$ cat src/rtl/lut_neuron_table_loader_if.sv
// Host configuration stream and inference lookup port of a runtime-writable LUT neuron.
// master = host/layer side, slave = the table loader.
interface lut_neuron_table_loader_if #(
    parameter int IN_BITS  = 6,
    parameter int OUT_BITS = 2
);
    logic                cfg_start;
    logic                cfg_valid;
    logic                cfg_ready;
    logic [OUT_BITS-1:0] cfg_data;
    logic [IN_BITS:0]    cfg_count;
    logic                cfg_done;
    logic                cfg_err;
    logic                tbl_loaded;
    logic [IN_BITS-1:0]  M0;
    logic                M0_valid;
    logic [OUT_BITS-1:0] M1;
    logic                M1_valid;

    modport master (
        output cfg_start, cfg_valid, cfg_data, M0, M0_valid,
        input  cfg_ready, cfg_count, cfg_done, cfg_err, tbl_loaded, M1, M1_valid
    );

    modport slave (
        input  cfg_start, cfg_valid, cfg_data, M0, M0_valid,
        output cfg_ready, cfg_count, cfg_done, cfg_err, tbl_loaded, M1, M1_valid
    );
endinterface

$ cat src/rtl/lut_neuron_table_loader.sv
// Writer side of a LogicNets LUT neuron: streams a 2**IN_BITS-entry truth table into
// distributed RAM, then answers registered lookups once the whole table is present.
module lut_neuron_table_loader #(
    parameter int IN_BITS  = 6,
    parameter int OUT_BITS = 2
) (
    input  logic                     clk,
    input  logic                     rst_n,
    lut_neuron_table_loader_if.slave bus
);

    localparam int DEPTH = 2 ** IN_BITS;
    localparam logic [IN_BITS:0] LAST_ADDR = (IN_BITS + 1)'(DEPTH - 1);

    localparam logic [1:0] ST_IDLE  = 2'd0;
    localparam logic [1:0] ST_LOAD  = 2'd1;
    localparam logic [1:0] ST_READY = 2'd2;

    logic [1:0]          state;
    logic [IN_BITS:0]    count;
    logic                done;
    logic                err;
    logic                loaded;
    logic [OUT_BITS-1:0] lookup_data;
    logic                lookup_valid;
    logic                ready;
    logic                write_en;
    logic                last_beat;

    logic [OUT_BITS-1:0] mem [DEPTH];

    assign ready     = (state == ST_LOAD);
    // A restart in the same cycle as a beat discards the beat.
    assign write_en  = bus.cfg_valid && ready && !bus.cfg_start;
    assign last_beat = write_en && (count == LAST_ADDR);

    // NOTE: every clocked block uses non-blocking assignments so all registers see
    // the pre-edge values of each other, independent of statement order.
    always_ff @(posedge clk or negedge rst_n) begin
        if (!rst_n) begin
            state  <= ST_IDLE;
            count  <= '0;
            done   <= 1'b0;
            err    <= 1'b0;
            loaded <= 1'b0;
        end else begin
            done <= 1'b0;
            case (state)
                ST_IDLE: begin
                    if (bus.cfg_start) begin
                        state <= ST_LOAD;
                        count <= '0;
                    end
                end
                ST_LOAD: begin
                    if (bus.cfg_start) begin
                        count <= '0;
                        err   <= 1'b1;
                    end else if (write_en) begin
                        count <= count + 1'b1;
                        if (last_beat) begin
                            state  <= ST_READY;
                            done   <= 1'b1;
                            loaded <= 1'b1;
                            err    <= 1'b0;
                        end
                    end
                end
                ST_READY: begin
                    if (bus.cfg_start) begin
                        state  <= ST_LOAD;
                        count  <= '0;
                        loaded <= 1'b0;
                    end
                end
                default: state <= ST_IDLE;
            endcase
        end
    end

    // NOTE: the table RAM has no reset; a reset only invalidates it via tbl_loaded,
    // which keeps it mappable onto distributed LUT RAM.
    always_ff @(posedge clk) begin
        if (write_en) begin
            mem[count[IN_BITS-1:0]] <= bus.cfg_data;
        end
    end

    // Lookups are gated by tbl_loaded, so a read never races a write to the table.
    always_ff @(posedge clk or negedge rst_n) begin
        if (!rst_n) begin
            lookup_data  <= '0;
            lookup_valid <= 1'b0;
        end else begin
            lookup_valid <= bus.M0_valid && loaded;
            if (bus.M0_valid) begin
                lookup_data <= loaded ? mem[bus.M0] : '0;
            end
        end
    end

    assign bus.cfg_ready  = ready;
    assign bus.cfg_count  = count;
    assign bus.cfg_done   = done;
    assign bus.cfg_err    = err;
    assign bus.tbl_loaded = loaded;
    assign bus.M1         = lookup_data;
    assign bus.M1_valid   = lookup_valid;

endmodule

$ cat src/flat_wrapper.sv
// flat-port wrapper written by rule: the top's interface ports become plain ports
module lut_neuron_table_loader_flat 
#(
    parameter int IN_BITS  = 6,
    parameter int OUT_BITS = 2
)
  (clk, rst_n, bus_cfg_start, bus_cfg_valid, bus_cfg_data, bus_M0, bus_M0_valid, bus_cfg_ready, bus_cfg_count, bus_cfg_done, bus_cfg_err, bus_tbl_loaded, bus_M1, bus_M1_valid);
  lut_neuron_table_loader_if #(.IN_BITS(IN_BITS), .OUT_BITS(OUT_BITS)) bus_i ();
  input  logic clk;
  input  logic rst_n;
  input wire logic [$bits(bus_i.cfg_start)-1:0] bus_cfg_start;
  input wire logic [$bits(bus_i.cfg_valid)-1:0] bus_cfg_valid;
  input wire logic [$bits(bus_i.cfg_data)-1:0] bus_cfg_data;
  input wire logic [$bits(bus_i.M0)-1:0] bus_M0;
  input wire logic [$bits(bus_i.M0_valid)-1:0] bus_M0_valid;
  output wire logic [$bits(bus_i.cfg_ready)-1:0] bus_cfg_ready;
  output wire logic [$bits(bus_i.cfg_count)-1:0] bus_cfg_count;
  output wire logic [$bits(bus_i.cfg_done)-1:0] bus_cfg_done;
  output wire logic [$bits(bus_i.cfg_err)-1:0] bus_cfg_err;
  output wire logic [$bits(bus_i.tbl_loaded)-1:0] bus_tbl_loaded;
  output wire logic [$bits(bus_i.M1)-1:0] bus_M1;
  output wire logic [$bits(bus_i.M1_valid)-1:0] bus_M1_valid;
  assign bus_i.cfg_start = bus_cfg_start;
  assign bus_i.cfg_valid = bus_cfg_valid;
  assign bus_i.cfg_data = bus_cfg_data;
  assign bus_i.M0 = bus_M0;
  assign bus_i.M0_valid = bus_M0_valid;
  assign bus_cfg_ready = bus_i.cfg_ready;
  assign bus_cfg_count = bus_i.cfg_count;
  assign bus_cfg_done = bus_i.cfg_done;
  assign bus_cfg_err = bus_i.cfg_err;
  assign bus_tbl_loaded = bus_i.tbl_loaded;
  assign bus_M1 = bus_i.M1;
  assign bus_M1_valid = bus_i.M1_valid;
  lut_neuron_table_loader #(.IN_BITS(IN_BITS), .OUT_BITS(OUT_BITS)) u_core (.clk(clk), .rst_n(rst_n), .bus(bus_i));
endmodule
$ cat config.mk
export PLATFORM = sky130hd
export DESIGN_NAME = lut_neuron_table_loader_flat
export DESIGN_NICKNAME = d
export VERILOG_FILES = /design/src/rtl/lut_neuron_table_loader_if.sv /design/src/rtl/lut_neuron_table_loader.sv /design/src/flat_wrapper.sv
export SDC_FILE = /design/constraint.sdc
export NUM_CORES = 1
export LEC_CHECK = 0
export BUFFER_PORTS_ARGS = -buffer_cell sky130_fd_sc_hd__buf_2
export CORE_ASPECT_RATIO = 1.5
export CORE_MARGIN = 10
export CORE_UTILIZATION = 24
export CTS_CLUSTER_SIZE = 24
export DETAILED_ROUTE_END_ITERATION = 10
export GPL_ROUTABILITY_DRIVEN = 0
export GPL_TIMING_DRIVEN = 0
export HOLD_SLACK_MARGIN = 0.15
export PLACE_DENSITY = 0.46
export SYNTH_ARGS = -nofsm -noshare
export SYNTH_HDL_FRONTEND = slang
export SYNTH_SLANG_ARGS = --single-unit
$ cat constraint.sdc
create_clock -name clk -period 3.3 [get_ports clk]
set_clock_uncertainty 0.1 [all_clocks]
set_input_delay 0.165 -clock clk [delete_from_list [all_inputs] [get_ports clk]]
set_output_delay 0.165 -clock clk [all_outputs]
set_load 0.02 [all_outputs]
==> flow_summary.html <==
<table>
<tr><th>Metric</th><th>Value</th></tr>
<tr><th colspan="2">CTS</th></tr>
<tr><td>Count of clock tree sinks</td><td>around 140</td></tr>
<tr><td>Register clock-pin slew on the reported worst setup and hold paths</td><td>around 0.06 ns</td></tr>
<tr><td>TritonCTS clock tree</td><td>yes</td></tr>
<tr><td>Post-CTS Resized</td><td>0</td></tr>
<tr><td>Root Driver</td><td>sky130_fd_sc_hd__clkbuf_16</td></tr>
<tr><td>Max H-tree Level</td><td>4</td></tr>
<tr><td>Clock buffer depth</td><td>2</td></tr>
<tr><td>Worst skew pair latency</td><td>0.42 ns</td></tr>
<tr><td>Total CTS buffers</td><td>17</td></tr>
<tr><th colspan="2">Die</th></tr>
<tr><td>Die span in y</td><td>between 200 and 250 um</td></tr>
<tr><td>Floorplan die area</td><td>approximately 32000 um^2</td></tr>
<tr><td>Effective utilization at floorplan</td><td>24.2%</td></tr>
<tr><td>Top-level I/O count</td><td>27</td></tr>
<tr><td>Die X-Extent</td><td>between 100 and 150 um</td></tr>
<tr><td>Number of standard-cell rows in the floorplan</td><td>between 70 and 80</td></tr>
<tr><td>Core Region</td><td>about 25000 um^2</td></tr>
<tr><th colspan="2">Setup path</th></tr>
<tr><td>Cell chain of the critical path</td><td>clkbuf_1, nand3_1, nor2_1, nand4b_1, a21oi_1, dlygate4sd3_1</td></tr>
<tr><td>CP max-delay cell</td><td>sky130_fd_sc_hd__dlygate4sd3_1</td></tr>
<tr><td>Required arrival time at the worst endpoint</td><td>between 3 and 4 ns</td></tr>
<tr><td>Bufs and invs on worst path</td><td>2</td></tr>
<tr><td>Setup crit start kind</td><td>flop</td></tr>
<tr><td>CP delay by family, top</td><td>buffers and inverters</td></tr>
<tr><td>R2R depth</td><td>6</td></tr>
<tr><td>Data arrival time of the critical path</td><td>2.91 ns</td></tr>
<tr><td>Critical Path End Type</td><td>flop</td></tr>
<tr><td>Maximum fanout encountered on the critical timing path</td><td>10</td></tr>
<tr><td>Biggest cell delay along the critical path</td><td>roughly 0.55 ns</td></tr>
<tr><td>Logic depth of the worst setup path including buffers</td><td>6</td></tr>
<tr><td>Critical path class</td><td>reg -&gt; reg</td></tr>
<tr><td>Minimum setup slack among reg-to-reg paths</td><td>between 0.6 and 0.7 ns</td></tr>
<tr><th colspan="2">Power and ir drop</th></tr>
<tr><td>Leak pwr</td><td>about 2.5 nW</td></tr>
<tr><td>Total internal power</td><td>around 3.3 mW</td></tr>
<tr><td>Clock share of power</td><td>47.6%</td></tr>
<tr><td>Sw Share</td><td>between 20% and 30%</td></tr>
<tr><td>Power density of the placed cells</td><td>568 nW/um^2</td></tr>
<tr><td>Sequential power share</td><td>between 40% and 50%</td></tr>
<tr><td>Comb power frac</td><td>between 4 and 5%</td></tr>
<tr><td>VDD IR-drop max</td><td>between 0.3 and 0.4 mV</td></tr>
<tr><td>Net switching power figure</td><td>~0.84 mW</td></tr>
<tr><th colspan="2">Synthesis</th></tr>
<tr><td>Number of distinct library cell variants in the gate-level netlist after synthesis</td><td>38</td></tr>
<tr><td>Main flop type after synthesis</td><td>sky130_fd_sc_hd__edfxtp_1</td></tr>
<tr><td>Cell area after synthesis</td><td>approximately 6000 um^2</td></tr>
<tr><td>Count of state elements after synthesis</td><td>about 140</td></tr>
<tr><td>Count of synthesis-stage warnings from yosys</td><td>0</td></tr>
<tr><td>Post-synthesis area per instance</td><td>roughly 17 um^2</td></tr>
<tr><td>Share of flip-flops with an asynchronous set or reset</td><td>around a tenth</td></tr>
<tr><td>Post-synth EDFFs</td><td>128</td></tr>
<tr><td>Synthesized netlist cell count</td><td>349</td></tr>
<tr><td>Sequential area share after synthesis</td><td>a little over two thirds</td></tr>
<tr><td>Post-synth net total</td><td>363</td></tr>
<tr><th colspan="2">Detailed routing</th></tr>
<tr><td>DR vias/cell</td><td>4.32</td></tr>
<tr><td>Routed WL</td><td>13700 um</td></tr>
<tr><td>Number of search-and-repair iterations in the first detailed-routing pass</td><td>4</td></tr>
<tr><td>Top routing layer in use</td><td>met5</td></tr>
<tr><td>Vias after detailed routing</td><td>between 3000 and 4000</td></tr>
<tr><td>Routed length per placed instance</td><td>~18 um</td></tr>
<tr><td>Detailed-route wire length on metal 1</td><td>about 5600 um</td></tr>
<tr><td>Final ANT Viol Nets</td><td>0</td></tr>
<tr><td>Number of design rule violations left after detail routing</td><td>0</td></tr>
<tr><td>Met3 Routed Length</td><td>about 570 um</td></tr>
<tr><td>Routed wire length on met2</td><td>about 7200 um</td></tr>
<tr><td>Initial DRC Count</td><td>287</td></tr>
<tr><th colspan="2">Cells and area</th></tr>
<tr><td>Non-filler cells in the finished layout</td><td>between 700 and 800</td></tr>
<tr><td>Top library cells by usage in the layout, fill and taps aside</td><td>128 x sky130_fd_sc_hd__edfxtp_1, 75 x sky130_fd_sc_hd__nor2_1, 26 x sky130_fd_sc_hd__buf_2, 22 x sky130_fd_sc_hd__mux4_1</td></tr>
<tr><td>Most common cell after layout, fill and taps aside</td><td>sky130_fd_sc_hd__edfxtp_1</td></tr>
<tr><td>Fraction of layout cells with a size suffix above 1</td><td>between 10% and 20%</td></tr>
<tr><td>Syn-to-layout area delta</td><td>20.5%</td></tr>
<tr><td>Final-stage net count</td><td>416</td></tr>
<tr><td>Post-route core utilization</td><td>29.1%</td></tr>
<tr><td>Inserted Diodes</td><td>0</td></tr>
<tr><th colspan="2">Timing</th></tr>
<tr><td>Unrepaired setup endpoints after global routing</td><td>no</td></tr>
<tr><td>Sum of negative setup slack</td><td>0 ns</td></tr>
<tr><td>Final max-slew violation count</td><td>0</td></tr>
<tr><td>Slew at the pin closest to its max-slew limit</td><td>1.11 ns</td></tr>
<tr><td>Worst Slack Setup Final</td><td>0.643 ns</td></tr>
<tr><td>Total count of hold-check failures in the final report</td><td>0</td></tr>
<tr><td>Max-slew headroom</td><td>between 20% and 30%</td></tr>
<tr><td>Final worst path period need</td><td>~2.7 ns</td></tr>
<tr><td>Maximum achievable frequency</td><td>between 300 and 400 MHz</td></tr>
<tr><td>Final period util</td><td>between 80% and 90%</td></tr>
<tr><td>Final setup fails</td><td>0</td></tr>
<tr><th colspan="2">Job</th></tr>
<tr><td>MaxCap Viol Count</td><td>0</td></tr>
<tr><th colspan="2">Min path</th></tr>
<tr><td>Hold Crit Class</td><td>in -&gt; reg</td></tr>
<tr><td>Worst hold path cell count</td><td>6</td></tr>
<tr><th colspan="2">Placed design</th></tr>
<tr><td>Detailed-placement wirelength estimate</td><td>between 9000 and 10000 um</td></tr>
<tr><td>Placed insts</td><td>roughly 700</td></tr>
<tr><td>Placement-stage worst setup slack</td><td>around 0.69 ns</td></tr>
<tr><td>Count of buffers from port buffering</td><td>25</td></tr>
<tr><th colspan="2">Global routing</th></tr>
<tr><td>Total gr overflow</td><td>0</td></tr>
<tr><td>Vias in the first global route</td><td>between 3000 and 4000</td></tr>
<tr><td>Global-route wire length before repair</td><td>between 20000 and 25000 um</td></tr>
<tr><td>All-Layer GR Usage</td><td>under 10%</td></tr>
<tr><td>Largest net degree at the start of global routing</td><td>65</td></tr>
<tr><td>Antenna violations before repair</td><td>1</td></tr>
<tr><th colspan="2">Outcome</th></tr>
<tr><td>Run status</td><td>finished, final reports clean</td></tr>
</table>
-- power by group through the flow --
stage | sequential [mW] | clock (mW) | combinational (mW)
after CTS | 1.98 | 2.00 | 0.186
after global placement | 2.02 | 0 | 0.176
final | 1.98 | 1.96 | 0.180
after floorplan | 2.02 | 0 | 0.0984
after detailed placement | 2.02 | 0 | 0.179
after global routing | 1.98 | 2.07 | 0.197
-- flip-flops by register name, indices dropped and copies added (netlist names) --
name and cells:
u_core.bus.M1 2, u_core.mem 128, u_core.bus.cfg_done 1, u_core.bus.M1_valid 1, u_core.bus.tbl_loaded 1, u_core.state 2
u_core.bus.cfg_count 7, u_core.bus.cfg_err 1
-- tightest hold or removal path, delay by kind of cell --
kind,cells,cell delay [ns]
AO/OA/AOI/OAI,4,0.42
buffers and inverters,1,0.12
AND/OR/NAND/NOR,1,0.12
-- final cells by class --
| class | instances | area (um^2) |
|---|---|---|
| inverters | 5 | 18.8 |
| clock inverters | 12 | 155 |
| multi-input cells | 188 | 1680 |
| well taps | 328 | 410 |
| plain buffers | 13 | 110 |
| flip-flops and latches | 143 | 4220 |
| repair buffers | 34 | 215 |
| clock buffers | 20 | 457 |
| fillers | 2411 | 17700 |
-- synthesized netlist by cell type (all sizes together) (4+ instances only) --
cell type | n | area share [%]
edfxtp | 128 | 64
nor2 | 75 | 4.7
mux4 | 34 | 14
mux2i | 17 | 2.8
nand2 | 16 | 1.0
dfrtp | 15 | 6.2
buf | 8 | 1.3
clkbuf | 5 | 0.48
nor2b | 5 | 0.52
inv | 4 | 0.25
o21ai | 4 | 0.33
xor2 | 4 | 0.58
-- metal layers --
layer  global-route usage, %  vias up
li1                        -     1475
met3                    2.53       15
met2                    15.0       72
met5                       0        -
met4                    3.94        2
met1                    10.1     1643
-- through the flow --
step	cell area, um^2	power (mW)	hold WS [ns]
final	7270	4.13	0.336
after global routing	7270	4.26	0.339
after CTS	7270	4.16	0.311
after detailed placement	6570	2.20	0.0262
after global placement	6570	2.20	0.0192
after floorplan	6030	2.12	-0.231
-- timing repair --
item                                   4_1_cts  5_1_grt
endpoints found under the hold margin       26        0
buffers inserted                             0        0
hold buffers                                 9        0
-- kinds of logic (layout without fill, tap and decap cells) --
logic type / after synthesis / after routing / share of synthesized area (%)
adders and majority gates: 1 / 1 / 0.207
AOI/OAI and AO/OA: 19 / 19 / 2.20
muxes: 51 / 51 / 16.9
xor gates and xnor gates: 4 / 4 / 0.581
and+or+nand+nor: 113 / 113 / 8.05
buffers and inverters: 18 / 84 / 2.14
DFF: 143 / 143 / 69.9
-- final timing paths --
path	from	end
setup / recovery	u_core.bus.cfg_count[4]	u_core.state[1]
hold / removal	bus_M0[4]	u_core.bus.M1[1]
setup reg to reg	u_core.bus.cfg_count[4]	u_core.state[1]
hold reg to reg	u_core.bus.cfg_count[6]	u_core.bus.cfg_count[6]
max in group asynchronous	rst_n	u_core.bus.tbl_loaded
min in group asynchronous	rst_n	u_core.bus.cfg_count[0]
Note: power is estimated with default switching activity, not from simulation.
